[src/rtl/pc_fetch.sv]
//------------------------------------------------------------------------------
// Module   : pc_fetch
// Brief    : Program counter and IF/ID pipeline register with branch/flush
//            redirect, stall-deferred branches and fetch-address-error tagging.
// Revision : 1.0
//------------------------------------------------------------------------------
`default_nettype none

module pc_fetch #(
    parameter logic [31:0] RESET_PC = 32'h1c000000
) (
    input  logic        clk,
    input  logic        rst,
    input  logic        stall,
    input  logic        flush,
    input  logic [31:0] new_pc,
    input  logic        branch_flag,
    input  logic [31:0] branch_target_addr,
    output logic        rom_inst_en,
    output logic [31:0] rom_inst_addr,
    input  logic [31:0] rom_inst,
    output logic        id_valid,
    output logic [31:0] id_pc,
    output logic [31:0] id_inst,
    output logic        id_excp_adef
);

    logic [31:0] pc_q,          pc_d;
    logic        pend_valid_q,  pend_valid_d;
    logic [31:0] pend_target_q, pend_target_d;
    logic        id_valid_q,    id_valid_d;
    logic [31:0] id_pc_q,       id_pc_d;
    logic [31:0] id_inst_q,     id_inst_d;
    logic        id_adef_q,     id_adef_d;

    logic w_misaligned;

    assign w_misaligned  = (pc_q[1:0] != 2'b00);
    assign rom_inst_addr = pc_q;
    assign rom_inst_en   = rst & ~w_misaligned;

    always_comb begin
        pc_d          = pc_q;
        pend_valid_d  = pend_valid_q;
        pend_target_d = pend_target_q;
        id_valid_d    = id_valid_q;
        id_pc_d       = id_pc_q;
        id_inst_d     = id_inst_q;
        id_adef_d     = id_adef_q;

        if (flush) begin
            pc_d         = new_pc;
            id_valid_d   = 1'b0;
            pend_valid_d = 1'b0;
        end else if (stall) begin
            // A branch resolved while stalled is remembered and applied later.
            if (branch_flag) begin
                pend_valid_d  = 1'b1;
                pend_target_d = branch_target_addr;
            end
        end else if (pend_valid_q) begin
            pc_d         = pend_target_q;
            pend_valid_d = 1'b0;
            id_valid_d   = 1'b0;
        end else if (branch_flag) begin
            pc_d       = branch_target_addr;
            id_valid_d = 1'b0;
        end else begin
            pc_d       = pc_q + 32'd4;
            id_valid_d = 1'b1;
            id_pc_d    = pc_q;
            id_inst_d  = w_misaligned ? 32'd0 : rom_inst;
            id_adef_d  = w_misaligned;
        end
    end

    always_ff @(posedge clk) begin
        if (!rst) begin
            pc_q          <= RESET_PC;
            pend_valid_q  <= 1'b0;
            pend_target_q <= 32'd0;
            id_valid_q    <= 1'b0;
            id_pc_q       <= 32'd0;
            id_inst_q     <= 32'd0;
            id_adef_q     <= 1'b0;
        end else begin
            pc_q          <= pc_d;
            pend_valid_q  <= pend_valid_d;
            pend_target_q <= pend_target_d;
            id_valid_q    <= id_valid_d;
            id_pc_q       <= id_pc_d;
            id_inst_q     <= id_inst_d;
            id_adef_q     <= id_adef_d;
        end
    end

    assign id_valid     = id_valid_q;
    assign id_pc        = id_pc_q;
    assign id_inst      = id_inst_q;
    assign id_excp_adef = id_adef_q;

endmodule

`default_nettype wire

[config.mk]
export PLATFORM = sky130hd
export DESIGN_NAME = pc_fetch
export DESIGN_NICKNAME = d
export VERILOG_FILES = /design/src/rtl/pc_fetch.sv
export SDC_FILE = /design/constraint.sdc
export NUM_CORES = 1
export LEC_CHECK = 0
export BUFFER_PORTS_ARGS = -buffer_cell sky130_fd_sc_hd__buf_2
export CAP_MARGIN = 20
export CORE_ASPECT_RATIO = 1.5
export CORE_MARGIN = 3
export CORE_UTILIZATION = 30
export DETAILED_ROUTE_END_ITERATION = 10
export GPL_ROUTABILITY_DRIVEN = 0
export SYNTH_ARGS = -nofsm -noshare
export SYNTH_HDL_FRONTEND = slang
export SYNTH_SLANG_ARGS = --single-unit
[constraint.sdc]
create_clock -name clk -period 2.8 [get_ports clk]
set_input_delay 0.56 -clock clk [delete_from_list [all_inputs] [get_ports clk]]
set_output_delay 0.56 -clock clk [all_outputs]
set_load 0.02 [all_outputs]
# Word level (Yosys, flattened, before mapping)
# Index checks and enable logic that the tools add are counted.
# W data, S select, Z words.
# totals
out_inout_bits	99
in_bits	101
ff_bits	131
# classes
mux	7
n_bitwise	7
n_addsub	1
eq_ne	1
reduce_logical	5
# ops
op	n
$mux W32	5
$add A32 B3 Y32 const B	1
$not A1 Y1	6
$reduce_and A4 Y1	1
$reduce_and A3 Y1	1
$reduce_or A3 Y1	1
$mux W1	2
$ne A2 B1 Y1 const B	1
$reduce_bool A2 Y1	1
$reduce_or A2 Y1	1
$and A1 B1 Y1	1

# Depth between registers and ports, before layout
# logic_depth
word_depth	5
ltp_mapped	8
depth_no_buf	6

# Worst setup path before layout
# No wires, ideal clock.
# synth_timing
path_kind	input -> output
from	in rst
to	out rom_inst_en
arrival_time_ns	1.520
stages	4
setup_slack_ns	0.720
t_required_ns	2.240
path_cell_list	clkbuf_1 inv_1 clkbuf_1 nor3_1
# synth_via
elab_chain_len	1
# synth_lines
element	line	source
from (decl)	13	input logic rst,
$and A1 B1 Y1	40	assign rom_inst_en = rst & ~w_misaligned;
to (decl)	19	output logic rom_inst_en,
# Every way passes these cells.

# Final worst setup path
# layout_timing
from	reg pc_q[17] (netlist: rom_inst_addr[17])
to	reg pc_q[30] (netlist: rom_inst_addr[30])
# layout_via
elab_chain_len	5
# layout_lines
element	line	source
from (decl)	28	logic [31:0] pc_q, pc_d;
from (signal assigned)	87	pc_q <= pc_d;
$add A32 B3 Y32	69	pc_d = pc_q + 32'd4;
$mux W32	65	end else if (branch_flag) begin
$mux W32	61	end else if (pend_valid_q) begin
$mux W32	55	end else if (stall) begin
$mux W32	51	if (flush) begin
# Every way passes these cells. The select of a mux whose other input is x is not followed.
# A chain may end at the register's enable or synchronous reset.

==> summary.md <==
| Metric | Value |
|---|---|
| Slowest cell on the critical path | dfxtp_1 |
| Tmin final | 2.106 ns |
| Unrepaired setup endpoints after global routing | no |
| CP endpoint kind | flop |
| Root buf cell | clkbuf_16 |
| TNS Setup | 0 ns |
| Rows | 62 |
| Hold-fix buffers, CTS | 0 |
| Layout Cells excl Fill | 1,222 |
| Area of the core | 19,390 um2 |
| Width of the die | 121.3 um |
| Htree depth | 4 |
| Clock buffer depth | 2 |
| Hold Path Stages | 3 |
| Vias in the first global route | 6,087 |
| Crit path arrival time | 2.41 ns |
| Hold wc startpoint | new_pc[19] |
| Power Total | 4866 uW |
| Async set-reset flop share out of synthesis | 0% |
| Syn avg cell area | 7.772 um2 |
| Reg2reg end | rom_inst_addr[30] |
| Post-CTS setup buffer count | 0 |
| I/O pin cnt | 200 |
| CP bufs+invs | 0 |
| Min-delay worst type | in2reg |
| DP Worst Slack | 0.6310 ns |
| Layout area overhead | 32.09% |
| Crit share post-route | 75.23% |
| Drt via density | 5.213 |
| Normalized max-slew margin | 59.81% |
| Reg2Reg Setup Slack | 0.69 ns |
| Critical Path Fanout Max | 13 |
| Cells after synthesis | 769 |
| CP required | 3.10 ns |
| Distinct cells, synth | 58 |
| Post-synthesis sequential area ratio | 43.88% |
| Placed cell area | 7310 um2 |
| Worst path top cell family by delay | simple AND/OR/NAND/NOR gates |
| Reg2reg path depth | 5 |
| Most frequent cells in the layout | buf_2 (199), nand2_1 (170), dfxtp_1 (131) |
| Post-synth EDFFs | 0 |
| Worst vdd ir | 0.3160 mV |
| Largest net degree at the start of global routing | 112 |
| Max Cap Viol | 0 |
| Slew Limit Fails | 0 |
| Synth warn | 0 |
| Syn Nets | 871 |
| Fin nets | 1,055 |
| CP startpoint kind | flop |
| Share of the synthesized area in the top cell type | 43.88% |
| IO Port Bufs | 199 |
| Initial DRC Count | 467 |
| Multi-input gate area | 3067 um2 |
| Antenna Violating Nets Remaining | 0 |
| Placed Instances | 1,190 |
| Ant diodes | 0 |
| Top FF cell, synth | dfxtp_1 |
| Die height | 178.9 um |
| Final wirelength | 22,310 um |
| Number of CTS-inserted buffers | 17 |
| Area leader, netlist | dfxtp_1 |
| Clock skew | 0.01066 ns |
| Filler Cell Count | 2,099 |
| GR Overflow Total | 0 |
| Critical R2R Launch | rom_inst_addr[17] |
| Synth top area cells | dfxtp_1 (44%), nand2_1 (11%), a21oi_1 (7.5%) |
| Final instance area | 7895 um2 |
| Reg clk slew, reported paths | 0.06 ns |
| Outcome | finished clean |
| Worst Setup Path Type | reg2reg |
| Final setup violation count | 0 |
| Yosys reg bits | 131 |
| Antenna violations before repair | 0 |
| Hold EP | rom_inst_addr[19] |
| TritonRoute pass-1 iters | 7 |
| DR DRC count | 0 |
| Final hold viol count | 0 |
| Register area | 2623 um2 |
| Most common cell after layout, fill and taps aside | buf_2 |
| Maximum clock frequency | 474.8 MHz |
| Worst slew pin tran | 0.6006 ns |
| Clock sinks | 131 |
| Clk_lat worst skew | 0.42 ns |
| Total GRT Usage | 20.39% |
| Worst-path cell chain | nand4_1, or2_1, nor3_1, a31oi_1, o311a_1 |
| Routed via count | 6,370 |
| Routed length per instance | 18.26 um |
| Die footprint | 21,690 um2 |
| Worst stage delay on the critical path | 0.49 ns |
| Synth Cell Area | 5977 um2 |
| Share of layout cells above drive strength 1 | 29.30% |
| Pwr/cell area | 616.3 nW/um2 |
| Post-CTS resize count | 0 |
| Leakage power | 0.003291 uW |
| DP Wirelength | 15,950 um |
| Initial Util | 30.82% |
| CTS tree | done |
| Setup slack after layout | 0.6937 ns |
| First-pass GRT wire length | 34,270 um |
-- per-layer routing --
metal,global-route usage (%),vias to the layer above,part of all wire (%)
met5,0,-,0
met4,8.925,0,3.5
met3,4.451,46,6.4
met2,35.79,241,51
met1,23.72,2988,39
li1,-,3095,-
-- synth_stat cells (4+ instances only) --
cell type	count
nor2_1	51
dfxtp_1	131
nor3_1	18
a21o_1	7
and2_1	4
and4_1	6
or4_1	5
nand3_1	21
a31oi_1	13
a211oi_1	4
o211ai_1	13
buf_1	4
nor4_1	4
nand4_1	7
and3_1	11
xnor2_1	6
a221oi_1	6
clkbuf_1	53
o21a_1	4
nand2_1	171
o21ai_0	31
a22oi_1	35
buf_2	9
o221ai_1	8
mux2i_1	8
a21oi_1	90
nand2b_1	4
-- logic make-up after synthesis --
group	after synthesis	share of synthesized area [%]
AND/OR/NAND/NOR	317	24.16
AO/OA/AOI/OAI	229	24.07
flip-flops	131	43.88
buffers and inverters	74	5.024
XOR/XNOR	9	1.319
multiplexers	8	1.340
adder cells (fa/ha/maj)	1	0.2093
-- area by class of cell --
type                       instances  share of cell area [%]
clock buffer                      20                   5.784
inverter                           6                  0.3011
timing repair buffer             233                   16.16
multi-input combinational        564                   38.84
clock inverter                    12                   1.632
sequential                       131                   33.22
tap                              256                   4.057
-- state kept, by name, summed over array words and instances (netlist names) --
signal,cells
id_inst,32
id_pc,32
pend_target_q,32
rom_inst_addr,32
id_excp_adef,1
id_valid,1
pend_valid_q,1
-- worst max path at each step --
stage / start / end / cells after the start
6_report: rom_inst_addr[17] / rom_inst_addr[30] / 5
5_1_grt: rom_inst_addr[16] / rom_inst_addr[31] / 5
4_1_cts: rom_inst_addr[17] / rom_inst_addr[31] / 5
3_5_place_dp: branch_flag / rom_inst_addr[20] / 6
3_3_place_gp: branch_flag / rom_inst_addr[20] / 6
2_1_floorplan: rst / rom_inst_en / 4
-- worst reg2reg max path, delay by kind of cell, from the launching register on --
| kind | cells | cell delay [ns] |
|---|---|---|
| compound gates | 2 | 0.49 |
| flops | 1 | 0.49 |
| simple gates | 3 | 1.02 |
-- power breakdown --
part           switching, uW  total [uW]  internal [uW]
logic                    394         628            234
clock network            851        2210           1360
registers               88.5        2030           1940
total                   1330        4870           3530
-- metrics by stage --
step	hold slack, ns	utilization, %
final	0.3744	40.71
after global routing	0.3745	40.71
after CTS	0.3522	40.71
after detailed placement	0.4435	37.69
after global placement	0.4394	37.69
after floorplan	0.4317	-
Power figures use the tool's default switching activity.
